===== src/rtl/gpr_ctrl_pkg.sv =====
// Shared definitions for the X/Y general-purpose register access path.
//   DATA_W      : default register data width
//   OP_*        : per-requester operation codes (write X/Y, read X/Y)
//   gpr_state_e : arbiter FSM states
//   rr_add      : modular index step used by round-robin search and pointer update
package gpr_ctrl_pkg;

  localparam int DATA_W = 16;

  localparam logic [1:0] OP_WR_X = 2'b00;
  localparam logic [1:0] OP_WR_Y = 2'b01;
  localparam logic [1:0] OP_RD_X = 2'b10;
  localparam logic [1:0] OP_RD_Y = 2'b11;

  typedef enum logic [1:0] {
    IDLE = 2'd0,
    EXEC = 2'd1,
    DONE = 2'd2
  } gpr_state_e;

  // (base + k) mod n, for base < n and k <= n.
  function automatic logic [1:0] rr_add(input logic [1:0] base, input int k, input int n);
    int s;
    s = int'(base) + k;
    if (s >= n) s = s - n;
    return 2'(s);
  endfunction

endpackage


===== src/rtl/gpr_rr_pick.sv =====
// Combinational round-robin winner selection.
// Build option: GPR_ARB_PRIO0_EN -- when defined, requester 0 always wins
// while it requests; the remaining requesters share round-robin order.
// Ports:
//   i_req [NREQ] : pending requests
//   i_ptr [2]    : requester index where the search starts
//   o_any        : at least one request pending
//   o_idx [2]    : winning requester index (0 when o_any is low)
module gpr_rr_pick
  import gpr_ctrl_pkg::*;
#(
  parameter int NREQ = 2
) (
  input  logic [NREQ-1:0] i_req,
  input  logic [1:0]      i_ptr,
  output logic            o_any,
  output logic [1:0]      o_idx
);

  logic [3:0] w_req;

  always_comb begin
    w_req = '0;
    w_req[NREQ-1:0] = i_req;
`ifdef GPR_ARB_PRIO0_EN
    // Collapsing the request set to requester 0 alone makes it win
    // regardless of where the pointer starts the search.
    if (i_req[0]) w_req = 4'b0001;
`endif
  end

  // Walk the search order backwards so the last hit written is the first
  // requester found when ascending from i_ptr.
  always_comb begin
    o_any = |w_req;
    o_idx = '0;
    for (int k = NREQ - 1; k >= 0; k--) begin
      if (w_req[rr_add(i_ptr, k, NREQ)]) o_idx = rr_add(i_ptr, k, NREQ);
    end
  end

endmodule


===== src/rtl/gpr_access_arbiter.sv =====
// Serialises single-operation accesses from up to four requesters onto the
// X/Y general-purpose register pair and returns read data tagged with the
// requester index. Each operation takes IDLE -> EXEC -> DONE (3 cycles).
// Build option: GPR_ARB_PRIO0_EN (see gpr_rr_pick) gives requester 0 fixed
// top priority; default build is pure round-robin.
// Ports:
//   clk, rst (async, active-low)
//   req[NREQ], op[2*NREQ], wdata[DATA_W*NREQ] : requester side, held until gnt
//   gnt[NREQ]                                 : one-hot acceptance pulse (EXEC)
//   rdata, rdata_valid, rdata_id              : read return (valid in DONE)
//   gpr_data_in, gpr_write_x/y, gpr_read_x/y  : register pair controls
//   gpr_data_out_x/y                          : register pair read values
module gpr_access_arbiter
  import gpr_ctrl_pkg::*;
#(
  parameter int NREQ   = 2,
  parameter int DATA_W = gpr_ctrl_pkg::DATA_W
) (
  input  logic                   clk,
  input  logic                   rst,
  input  logic [NREQ-1:0]        req,
  input  logic [2*NREQ-1:0]      op,
  input  logic [DATA_W*NREQ-1:0] wdata,
  output logic [NREQ-1:0]        gnt,
  output logic [DATA_W-1:0]      rdata,
  output logic                   rdata_valid,
  output logic [1:0]             rdata_id,
  output logic [DATA_W-1:0]      gpr_data_in,
  output logic                   gpr_write_x,
  output logic                   gpr_write_y,
  output logic                   gpr_read_x,
  output logic                   gpr_read_y,
  input  logic [DATA_W-1:0]      gpr_data_out_x,
  input  logic [DATA_W-1:0]      gpr_data_out_y
);

  gpr_state_e        r_state;
  gpr_state_e        w_state_nxt;
  logic [1:0]        r_op;
  logic [1:0]        r_idx;
  logic [1:0]        r_ptr;
  logic [DATA_W-1:0] r_wdata;
  logic [DATA_W-1:0] r_rdata;

  logic              w_any;
  logic [1:0]        w_win;
  logic [1:0]        w_op_arr [4];
  logic [DATA_W-1:0] w_wd_arr [4];

  // Unpack per-requester fields into fixed 4-entry arrays so the winner
  // index can select them directly for any NREQ.
  for (genvar g = 0; g < 4; g++) begin : g_unpack
    if (g < NREQ) begin : g_used
      assign w_op_arr[g] = op[2*g +: 2];
      assign w_wd_arr[g] = wdata[DATA_W*g +: DATA_W];
    end else begin : g_unused
      assign w_op_arr[g] = '0;
      assign w_wd_arr[g] = '0;
    end
  end

  gpr_rr_pick #(
    .NREQ (NREQ)
  ) u_pick (
    .i_req (req),
    .i_ptr (r_ptr),
    .o_any (w_any),
    .o_idx (w_win)
  );

  always_ff @(posedge clk or negedge rst) begin
    if (!rst) r_state <= IDLE;
    else      r_state <= w_state_nxt;
  end

  // Outputs decode only from state and latched fields, never from req.
  always_comb begin
    w_state_nxt = r_state;
    gnt         = '0;
    gpr_data_in = '0;
    gpr_write_x = 1'b0;
    gpr_write_y = 1'b0;
    gpr_read_x  = 1'b0;
    gpr_read_y  = 1'b0;
    rdata_valid = 1'b0;
    rdata_id    = 2'd0;
    case (r_state)
      IDLE: begin
        if (w_any) w_state_nxt = EXEC;
      end
      EXEC: begin
        w_state_nxt = DONE;
        gnt = {{(NREQ-1){1'b0}}, 1'b1} << r_idx;
        case (r_op)
          OP_WR_X: begin
            gpr_write_x = 1'b1;
            gpr_data_in = r_wdata;
          end
          OP_WR_Y: begin
            gpr_write_y = 1'b1;
            gpr_data_in = r_wdata;
          end
          OP_RD_X: gpr_read_x = 1'b1;
          OP_RD_Y: gpr_read_y = 1'b1;
          default: ;
        endcase
      end
      DONE: begin
        w_state_nxt = IDLE;
        if (r_op[1]) begin
          rdata_valid = 1'b1;
          rdata_id    = r_idx;
        end
      end
      default: w_state_nxt = IDLE;
    endcase
  end

  always_ff @(posedge clk or negedge rst) begin
    if (!rst) begin
      r_op    <= '0;
      r_idx   <= '0;
      r_ptr   <= '0;
      r_wdata <= '0;
      r_rdata <= '0;
    end else begin
      if (r_state == IDLE && w_any) begin
        r_op    <= w_op_arr[w_win];
        r_wdata <= w_wd_arr[w_win];
        r_idx   <= w_win;
      end
      // Read value is taken at the edge that closes EXEC; it then holds
      // until the next read completes.
      if (r_state == EXEC && r_op[1]) begin
        r_rdata <= r_op[0] ? gpr_data_out_y : gpr_data_out_x;
      end
      if (r_state == DONE) r_ptr <= rr_add(r_idx, 1, NREQ);
    end
  end

  assign rdata = r_rdata;

endmodule


===== config.mk =====
export PLATFORM = sky130hd
export DESIGN_NAME = gpr_access_arbiter
export DESIGN_NICKNAME = d
export VERILOG_FILES = /design/src/rtl/gpr_ctrl_pkg.sv /design/src/rtl/gpr_rr_pick.sv /design/src/rtl/gpr_access_arbiter.sv
export SDC_FILE = /design/constraint.sdc
export NUM_CORES = 1
export LEC_CHECK = 0
export ABC_AREA = 0
export BUFFER_PORTS_ARGS = -buffer_cell sky130_fd_sc_hd__buf_4
export CORE_UTILIZATION = 48
export DETAILED_ROUTE_END_ITERATION = 8
export PLACE_DENSITY_LB_ADDON = 0.05
export REMOVE_ABC_BUFFERS = 1
export SETUP_SLACK_MARGIN = 0.5
export SLEW_MARGIN = 20
export SYNTH_ARGS = -nofsm -noshare
export SYNTH_HDL_FRONTEND = slang
export SYNTH_SLANG_ARGS = --single-unit

===== constraint.sdc =====
create_clock -name clk -period 3.55 [get_ports clk]
set_clock_uncertainty 0.05 [all_clocks]
set_input_delay 0.71 -clock clk [delete_from_list [all_inputs] [get_ports clk]]
set_output_delay 0.71 -clock clk [all_outputs]
set_load 0.005 [all_outputs]

Yosys cells after proc, flatten, opt, wreduce, memory -nomap -nowiden
Cells that the tools add are included.
{ "word_totals": {"reg_bits": 40, "wordCells": 64, "out_inout_bits": 41, "in_bits": 72} }
{ "classes": {"order_cmp": 6, "reduce_logical": 6, "bitwise_logic": 1, "eq_ne": 6, "n_addsub": 5, "n_shift": 1, "n_mux": 33} }
{ "op_table": {"columns": ["op", "n"], "rows": [
  ["16-bit 2-to-1 mux", 5],
  ["16-bit binary-select mux with 2-bit select", 1],
  ["2-bit 2-to-1 mux", 11],
  ["1-bit 2-to-1 mux", 12],
  ["2-bit by 1-bit adder with 3-bit output (second input constant)", 2],
  ["2-bit equality test (second input constant)", 3],
  ["3-bit by 2-bit >= comparator with 1-bit output (second input constant)", 2],
  ["2-bit by 3-bit less-than comparator with 1-bit output (second input constant)", 2],
  ["2-bit subtractor (second input constant)", 3],
  ["1-bit binary-select mux with 2-bit select", 2],
  ["2-bit binary-select mux with 2-bit select", 1],
  ["2-bit by 1-bit equality test with 1-bit output (second input constant)", 2],
  ["2-bit zero test", 2],
  ["2-bit one-hot mux with 2 select lines", 1],
  ["2-bit OR reduction", 2],
  ["3-bit >= comparator (second input constant)", 1],
  ["2-bit NOT with 3-bit output", 1],
  ["2-bit >= comparator (second input constant)", 1],
  ["1-bit logical AND", 2],
  ["2-bit inequality test (second input constant)", 1],
  ["1-bit by 2-bit << shifter with 2-bit output (first input constant)", 1]
]} }

Depth between registers and ports, before layout
Gate-level depths: netlist (run 1).
{ "logic_depth": {"word_depth": 11, "depth_mapped": 5} }

Modules after synthesis
Synthesis (run 1) repeated with hierarchy kept, for this count alone.
{ "unflattened": {"hier_cells": 163, "area_unflattened_um2": 2128.3} }
{ "by_module_without_submodules": {"columns": ["mod", "seq_area_each_um2", "cells_each", "instances", "area_each_um2"], "rows": [
  ["gpr_access_arbiter", 1001.0, 158, 1, 2099.5],
  ["gpr_rr_pick", 0.0, 5, 1, 28.8]
]} }

Worst setup path after synthesis (run 1)
No wires, ideal clock.
{ "synth_path": {"kind": "reg-to-output", "start": "reg r_state[1]", "end": "out gpr_data_in[10]", "path_stages_with_launch": 5, "required_ns": 2.790, "path_slack_ns": 1.663, "arrival_ns": 1.127, "n_path_buf": 1, "path_cell_list": "dfrtp_1 nand2b_1 nor2_1 clkbuf_2 and2_1"} }
{ "synth_via": {"elab_chain_len": 2} }
{ "synth_rtl": {"columns": ["element", "line_no", "source"], "rows": [
  ["start: declaration", "gpr_access_arbiter.sv:37", "gpr_state_e r_state;"],
  ["start signal: assignment", "gpr_access_arbiter.sv:73", "else r_state <= w_state_nxt;"],
  ["2-bit by 1-bit equality test with 1-bit output", "gpr_access_arbiter.sv:87", "case (r_state)"],
  ["16-bit 2-to-1 mux", "gpr_access_arbiter.sv:87", null],
  ["end: declaration", "gpr_access_arbiter.sv:28", "output logic [DATA_W-1:0] gpr_data_in,"]
]} }
Every way passes these cells.

Worst setup path after layout (run 1)
{ "layout_path": {"start": "reg r_state[1]", "end": "out gpr_data_in[6]"} }
Same word-level chain as after synthesis.

==> summary.txt, run 1 <==
Outcome: completed
Initial Util: 50.4%
Setup ws final: 0.852 ns
Place WS: 1.12 ns
Top layer in use: met4
Crit path largest cell delay: 0.66 ns
Unique masters post-synth: 24
Fin. max-slew vios: 0
Crit-path cells: nand2b_1, nor2_1, and2_1, buf_4
H-tree Lvls: 2
Slew headroom: 44.3%
Slowest cell on the critical path: nor2_1
Post-DRT Antenna Nets: 0
Port Buffers: 112
Leak: 1.49 nW
Core area: 4030 um^2
Area contributors post-synth: dfrtp_1 48%, o21ai_0 8.6%, mux2i_1 7.9%
Post-route DRC violation count: 0
Share of layout cells above drive strength 1: 38.3%
Share of the synthesized area in the top cell type: 48.1%
Max-cap violation count: 0
CTS tree: yes
Setup Crit Path Kind: flip-flop to output pin
Post-CTS Resized: 0
DR vias: 1997
Main flop type after synthesis: dfrtp_1
Buf/Inv on CP: 1
Die W: 67.0 um
TritonCTS buffer count: 5
Flops & latches, synth: 39
# hold bufs at CTS: 0
First-pass GRT wire length: 8290 um
Critical path peak fanout: 16
I/O pin count: 113
Final Hold Fails: 0
Post-DR vias/cell: 5.31
Clk sinks: 39
Post-Syn Area: 2030 um^2
Filler cells: 326
Syn. warnings: 0
Top-count cell post-synth: dfrtp_1
Crit path time final: 2.70 ns
Worst-margin pin slew: 0.832 ns
CP arrival: 1.94 ns
Clock Latency Late Sink: 0.29 ns
Final cell count without fillers: 376
Root buffer selected by CTS: clkbuf_8
Synthesis-to-layout area growth: 45.7%
Total gr overflow: 0
GPL Wtd Cong: 0.747
RSZ-0062 raised after global routing: no
Pwr Density: 739 nW/um^2
Core Rows: 23
Setup TNS: 0 ns
Number of inserted diodes: 0
Setup bufs post-CTS: 0
Largest delay contributor family on the critical path: simple AND/OR/NAND/NOR gates
Global Route Usage Sum: 24.9%
Iteration-0 DRC Markers: 75
Die area: 4490 um^2
EDFF count, synth: 0
Fmax: 371 MHz
Worst Setup End Kind: output pin
Final period util: 76.0%
Top post-synthesis cells by count: 39 x dfrtp_1, 35 x o21ai_0, 19 x nand3_1
Largest area contributor in the netlist: dfrtp_1
Initial antenna violation count: 0
Dpl cells: 368
CP Data Required Time: 2.79 ns
Syn_area_per_cell: 9.14 um^2
Clock slew at reported path FFs: 0.08 ns
Die height: 67.0 um
Final Net Count: 397
Critical Path Source Type: flip-flop
Dpl hpwl: 3730 um
Detail Route met2 WL: 2580 um
Seq/Total Area, Yosys: 48.1%
Hold Path Class: primary input to async pin
WL met3: 476 um
Setup-failing EPs final: 0
DRT met1 WL: 2200 um
Initial DRT Pass Iterations: 4
Largest net degree at the start of global routing: 40
Ys async rst share: 100%
Routed WL: 5380 um
VDD IR max: 0.383 mV
Mapped Cells: 222
Worst hold slack: 0.331 ns
WL/cell: 14.3 um
Vias in the first global route: 1808
Clock buffer depth: 2
==> final timing paths <==
check | slack, ns | startpoint | depth (start not counted) | to
max | 0.85 | r_state[1] | 4 | gpr_data_in[6]
min | 0.33 | rst | 1 | rdata[12]
max reg2reg | 1.98 | r_ptr[0] | 3 | r_op[0]
min reg2reg | 0.44 | rdata[4] | 2 | rdata[4]
max in group asynchronous | 2.78 | rst | 1 | rdata[3]
min in group clk | 0.44 | rdata[4] | 2 | rdata[4]
==> sequential cells by signal (all words and copies together) (netlist names) <==
register,cells
r_idx,2
r_ptr,1
r_state,2
rdata,16
r_wdata,16
r_op,2
==> stage by stage <==
step	area (um^2)	util (%)	power, mW
after floorplan	1910	-	1.32
after global placement	2840	70.5	1.80
after detailed placement	2840	70.5	1.82
after CTS	2960	73.4	2.20
after global routing	2960	73.4	2.36
final	2960	73.4	2.19
==> cell usage in the layout (no fill, tap or decap), drive strengths merged, types with 2 or more instances in the layout <==
cell type / n
o21ai: 36
dfrtp: 39
buf: 115
nand2: 17
nor3: 4
nand3: 19
and3: 2
a21oi: 18
clkbuf: 6
inv: 4
nor2b: 3
mux2i: 16
nor2: 4
and2: 18
nand2b: 3
a31oi: 18
==> logic make-up (layout without fill, tap and decap cells) <==
family,after synthesis,in the layout,synth area share (%)
and+or+nand+nor,72,72,18.7
DFF,39,39,48.1
muxes,16,16,7.89
buffers and inverters,23,127,6.41
AOI/OAI and AO/OA,72,72,18.9
==> final cells by class <==
| class | instances | area (um^2) | share of cell area (%) |
|---|---|---|---|
| repair buffers | 115 | 863 | 29.2 |
| inverters | 4 | 15.0 | 0.508 |
| multi-input cells | 160 | 923 | 31.2 |
| flip-flops and latches | 39 | 976 | 33.0 |
| clock buffers | 6 | 82.6 | 2.79 |
| well taps | 50 | 62.6 | 2.12 |
| clock inverters | 2 | 35.0 | 1.18 |
==> worst register-to-register path: cells and delay by family, from the launching register on <==
| kind | cells | cell delay (ns) |
|---|---|---|
| flops | 1 | 0.42 |
| compound gates | 1 | 0.21 |
| simple gates | 2 | 0.81 |
==> where the power goes <==
group / total [mW] / internal [mW] / switching, mW / leakage [nW]
Clock: 0.379 / 0.227 / 0.152 / 0.0612
Combinational: 1.00 / 0.506 / 0.495 / 0.971
Sequential: 0.805 / 0.664 / 0.141 / 0.462
==> layer usage <==
| metal | GRT usage (%) | vias to the layer above |
|---|---|---|
| li1 | - | 984 |
| met1 | 30.5 | 908 |
| met2 | 40.3 | 93 |
| met3 | 6.16 | 12 |
| met4 | 12.8 | 0 |
| met5 | 0 | - |
(Power assumes the default switching activity.)
==> run 2: changes to the inputs <==
--- a/config.mk
+++ b/config.mk
@@ -5,9 +5,9 @@
 export SDC_FILE = /design/constraint.sdc
 export NUM_CORES = 1
 export LEC_CHECK = 0
-export ABC_AREA = 0
+export ABC_AREA = 1
 export BUFFER_PORTS_ARGS = -buffer_cell sky130_fd_sc_hd__buf_4
-export CORE_UTILIZATION = 48
+export CORE_UTILIZATION = 41
 export DETAILED_ROUTE_END_ITERATION = 8
 export PLACE_DENSITY_LB_ADDON = 0.05
 export REMOVE_ABC_BUFFERS = 1
==> constraint.sdc (replaced) <==
create_clock -name clk -period 2.4 [get_ports clk]
set_clock_uncertainty 0.05 [all_clocks]
set_input_delay 0.48 -clock clk [delete_from_list [all_inputs] [get_ports clk]]
set_output_delay 0.48 -clock clk [all_outputs]
set_load 0.005 [all_outputs]
==> summary.txt, run 2 <==
Outcome: completed
Leak: 1.98 nW
TritonCTS buffer count: 5
Initial Util: 43.3%
Net Sw Frac: 41.0%
Core Rows: 26
WL/cell: 11.4 um
Largest area contributor in the netlist: dfrtp_1
Ys async rst share: 100%
Most common cell after layout, fill and taps aside: nand2_1
Slew headroom: 66.6%
Hold Path Class: primary input to async pin
Slowest cell on the critical path: dfrtp_1
Iteration-0 DRC Markers: 111
Main flop type after synthesis: dfrtp_1
Post-route DRC violation count: 0
CP arrival: 1.33 ns
Crit-path cells: nor2_4, buf_12, nand2_8, nor2_2, buf_4
Die area: 5800 um^2
Largest net degree at the start of global routing: 40
Critical path peak fanout: 19
# hold bufs at CTS: 0
Global Route Usage Sum: 20.6%
Area contributors post-synth: dfrtp_1 43%, nand2_1 28%, nand3_1 8.0%
Die W: 76.1 um
Post-DRT Antenna Nets: 0
Crit path time final: 1.86 ns
R2R Setup Slk: 0.71 ns
Post-Syn Area: 2250 um^2
R2R cell count: 7
CTS tree: yes
P_sw: 1.40 mW
Clock slew at reported path FFs: 0.08 ns
Syn. warnings: 0
Setup ws final: 0.544 ns
Top-count cell post-synth: nand2_1
H-tree Lvls: 2
Final cell count without fillers: 525
Setup Crit Path Kind: flip-flop to output pin
RR Endpoint: r_wdata[10]
Initial antenna violation count: 0
Post-DR vias/cell: 4.58
RSZ-0062 raised after global routing: yes
Buf/Inv on CP: 2
Dpl cells: 512
Unique masters post-synth: 18
Share of the synthesized area in the top cell type: 43.3%
Filler cells: 510
Clock buffer depth: 2
FF-to-FF Start: r_state[1]
Top post-synthesis cells by count: 170 x nand2_1, 40 x inv_1, 39 x dfrtp_1
Clock power share: 14.1%
Setup TNS: 0 ns
Worst-margin pin slew: 0.501 ns
Final Hold Fails: 0
Max-cap violation count: 0
Root buffer selected by CTS: clkbuf_8
Core area: 5200 um^2
Final Net Count: 526
Most frequent cells in the layout: 170 x nand2_1, 118 x buf_4, 39 x inv_1
Port Buffers: 112
Worst hold slack: 0.106 ns
Worst Setup End Kind: output pin
Initial DRT Pass Iterations: 4
Final period util: 77.3%
DR vias: 2403
I/O pin count: 113
P_int: 2.02 mW
Multi-input gate area: 1000 um^2
Clk sinks: 39
Syn_area_per_cell: 6.59 um^2
Largest delay contributor family on the critical path: flip-flops
Critical Path Source Type: flip-flop
Setup-failing EPs final: 0
Flops & latches, synth: 39
Number of inserted diodes: 0
Mapped Cells: 342
Register Area: 977 um^2
WP depth: 5
Vias in the first global route: 2205
Share of layout cells above drive strength 1: 31.4%
Seq/Total Area, Yosys: 43.3%
First-pass GRT wire length: 9700 um
Synthesis-to-layout area growth: 45.6%
Gate power share: 52.2%
Fin. max-slew vios: 0
CP Data Required Time: 1.87 ns
Routed WL: 6000 um
GPL Wtd Cong: 0.764
VDD IR max: 0.607 mV
Pwr Density: 1040 nW/um^2
Place WS: 0.687 ns
Dpl hpwl: 4110 um
Fmax: 539 MHz
Crit path largest cell delay: 0.41 ns
Seq pwr share: 33.7%
Die height: 76.1 um
EDFF count, synth: 0
Clock Latency Late Sink: 0.28 ns
Total gr overflow: 0
run 2: per-layer routing:
metal	GRT usage [%]	wire, um	up-vias	part of all wire, %
met5	0	0	-	0
met4	5.00	42	0	0.70
met3	5.27	410	4	6.8
met2	34.3	2870	85	48
met1	26.7	2680	1075	45
li1	-	-	1239	-
run 2: through the flow:
| step | power (mW) | utilization, % | instance area [um^2] |
|---|---|---|---|
| finish | 3.43 | 63.0 | 3280 |
| global route | 3.73 | 63.0 | 3280 |
| CTS | 3.31 | 61.6 | 3210 |
| detailed placement | 2.81 | 59.6 | 3100 |
| global placement | 2.79 | 59.6 | 3100 |
| floorplan | 2.04 | - | 2140 |
run 2: cell type report:
| type | count | share of cell area, % |
|---|---|---|
| sequential | 39 | 29.8 |
| inverter | 46 | 5.64 |
| multi-input combinational | 241 | 30.6 |
| tap | 70 | 2.67 |
| timing repair inverter | 1 | 0.191 |
| clock buffer | 8 | 3.05 |
| timing repair buffer | 120 | 28.1 |
run 2: worst max path at each step:
stage,start,end,slack (ns)
3_5_place_dp,r_op[1],gpr_data_in[7],0.69
5_1_grt,r_op[1],gpr_data_in[2],0.49
2_1_floorplan,req[1],r_idx[0],0.86
4_1_cts,r_state[1],gpr_read_y,0.49
3_3_place_gp,req[0],r_wdata[8],0.70
6_report,r_state[1],gpr_read_y,0.54
run 2: what timing repair did:
action	CTS	global route
endpoints found under the setup margin	14	16
buffers inserted	0	4
hold endpoints to repair	0	0
cloned	0	1
pin swaps	0	1
gates resized for setup	3	9
run 2: power by group through the flow:
| stage | logic (mW) | registers, mW | clock network [mW] |
|---|---|---|---|
| after floorplan | 0.875 | 1.17 | 0 |
| after global placement | 1.63 | 1.16 | 0 |
| after detailed placement | 1.65 | 1.16 | 0 |
| after CTS | 1.67 | 1.16 | 0.489 |
| after global routing | 2.02 | 1.19 | 0.514 |
| final | 1.79 | 1.16 | 0.482 |
run 2: logic make-up after synthesis:
family          share of synthesized area [%]
simple gates                             43.5
buf+inv                                  12.8
flops                                    43.3
compound gates                          0.444
==> run 3: changes to the inputs <==
==> constraint.sdc (replaced) <==
create_clock -name clk -period 1.5 [get_ports clk]
set_clock_uncertainty 0.05 [all_clocks]
set_input_delay 0.3 -clock clk [delete_from_list [all_inputs] [get_ports clk]]
set_output_delay 0.3 -clock clk [all_outputs]
set_load 0.005 [all_outputs]
==> summary.txt, run 3 (same netlist as run 2, synthesis figures left out) <==
Overall power: 6.98 mW
Slowest cell on the critical path: dfrtp_1
Clock Latency Late Sink: 0.29 ns
CP arrival: 1.33 ns
Setup Crit Path Kind: flip-flop to output pin
I/O pin count: 113
Register Area: 977 um^2
Slew headroom: 75.4%
Vias in the first global route: 2397
Critical path peak fanout: 3
Crit path largest cell delay: 0.35 ns
Core area: 5200 um^2
Port Buffers: 112
Failing checks: setup timing
H-tree Lvls: 2
Worst-margin pin slew: 0.370 ns
DR vias: 2608
Initial DRT Pass Iterations: 4
First-pass GRT wire length: 10800 um
Post-route DRC violation count: 0
Final Net Count: 556
Initial antenna violation count: 0
Total gr overflow: 0
Setup-failing EPs final: 32
Global Route Usage Sum: 23.2%
Multi-input gate area: 1160 um^2
Routed WL: 7100 um
Worst Setup End Kind: output pin
TritonCTS buffer count: 5
Final Hold Fails: 0
Fmax: 596 MHz
Max-cap violation count: 0
VDD IR max: 0.889 mV
Largest net degree at the start of global routing: 40
GPL Wtd Cong: 0.767
Dpl hpwl: 4170 um
Final cell count without fillers: 555
Initial Util: 43.3%
Post-DRT Antenna Nets: 0
Synthesis-to-layout area growth: 72.8%
Clock buffer depth: 2
Hold Path Class: primary input to flip-flop
Clock slew at reported path FFs: 0.08 ns
Final period util: 112%
Pwr Density: 1790 nW/um^2
Critical Path Source Type: flip-flop
Crit-path cells: inv_2, nor2_4, buf_6, buf_6, nand2_4, nor2_2, buf_4
Crit path time final: 1.68 ns
Share of layout cells above drive strength 1: 44.1%
Root buffer selected by CTS: clkbuf_8
Most frequent cells in the layout: 146 x nand2_1, 113 x buf_4, 39 x inv_1
Clk sinks: 39
Outcome: complete, but fails checks
Filler cells: 416
Dpl cells: 516
Setup ws final: -0.178 ns
Iteration-0 DRC Markers: 147
RSZ-0062 raised after global routing: yes
Die area: 5800 um^2
CTS tree: yes
Core Rows: 26
Most common cell after layout, fill and taps aside: nand2_1
Fin. max-slew vios: 0
WL/cell: 12.8 um
Leak: 2.24 nW
CP Data Required Time: 1.15 ns
Number of inserted diodes: 0
Die height: 76.1 um
Post-DR vias/cell: 4.70
Cell mode on critical path: buf_6
Die W: 76.1 um
run 3: cell types whose count changed in the layout (fill, tap and decap cells not counted), moves of 3 or more:
cell and delta:
nand2_4 +3, clkbuf_16 +4, nor2_1 -15, nor2_4 +3, nor3_1 -3, nor2_2 +12
nand2_2 +21, buf_6 +24, nor3_4 +3, nand2_1 -24, buf_4 -5
run 3: metal layers:
layer  vias up  GRT usage [%]  wire length [um]
li1       1309              -                 -
met1      1201           30.6              3090
met2        91           38.6              3500
met3         7           5.27               447
met4         0           5.96                61
met5         -              0                 0
run 3: critical path, delay by kind of cell (launching register included):
| kind | cells | cell delay [ns] |
|---|---|---|
| buffers and inverters | 4 | 0.39 |
| AND/OR/NAND/NOR | 3 | 0.28 |
| flip-flops | 1 | 0.35 |
run 3: cell type report:
class                      count  share of cell area, %
sequential                    39                   25.1
timing repair buffer         148                   34.6
multi-input combinational    241                   29.9
clock inverter                 2                  0.321
timing repair inverter         3                  0.867
inverter                      46                   5.14
tap                           70                   2.25
clock buffer                   6                   1.86
run 3: stage by stage:
stage	worst slack [ns]	util, %	TNS, ns	hold WS, ns	instance area, um^2
after floorplan	-0.0204	-	-0.199	-0.0456	2140
after global placement	0.0983	60.4	0	0.251	3140
after detailed placement	0.0578	60.4	0	0.255	3140
after CTS	-0.106	69.1	-1.90	0.248	3600
after global routing	-0.251	74.8	-4.85	0.257	3890
final	-0.178	74.8	-2.60	0.250	3890
run 3: path summary, 6_finish.rpt:
kind,from,endpoint,slack [ns],cells after the start
min in group asynchronous,rst,r_wdata[13],0.42,2
worst min register to register,r_wdata[8],r_wdata[8],0.43,2
worst max register to register,r_op[1],rdata[15],-0.01,9
worst max-delay path,r_state[0],gpr_write_y,-0.18,7
max in group asynchronous,rst,r_op[0],0.68,2
worst min-delay path,wdata[5],r_wdata[5],0.25,5
run 3: power breakdown:
group	switching [mW]	internal, mW
Combinational	2.17	2.20
Clock	0.375	0.325
Sequential	0.357	1.56
run 3: what timing repair did:
item,4_1_cts,5_1_grt
hold endpoints to repair,39,0
cloned,4,5
gates resized for setup,61,42
setup buffers,12,9
hold buffers,1,0
pin swaps,5,4
setup endpoints to repair,78,118
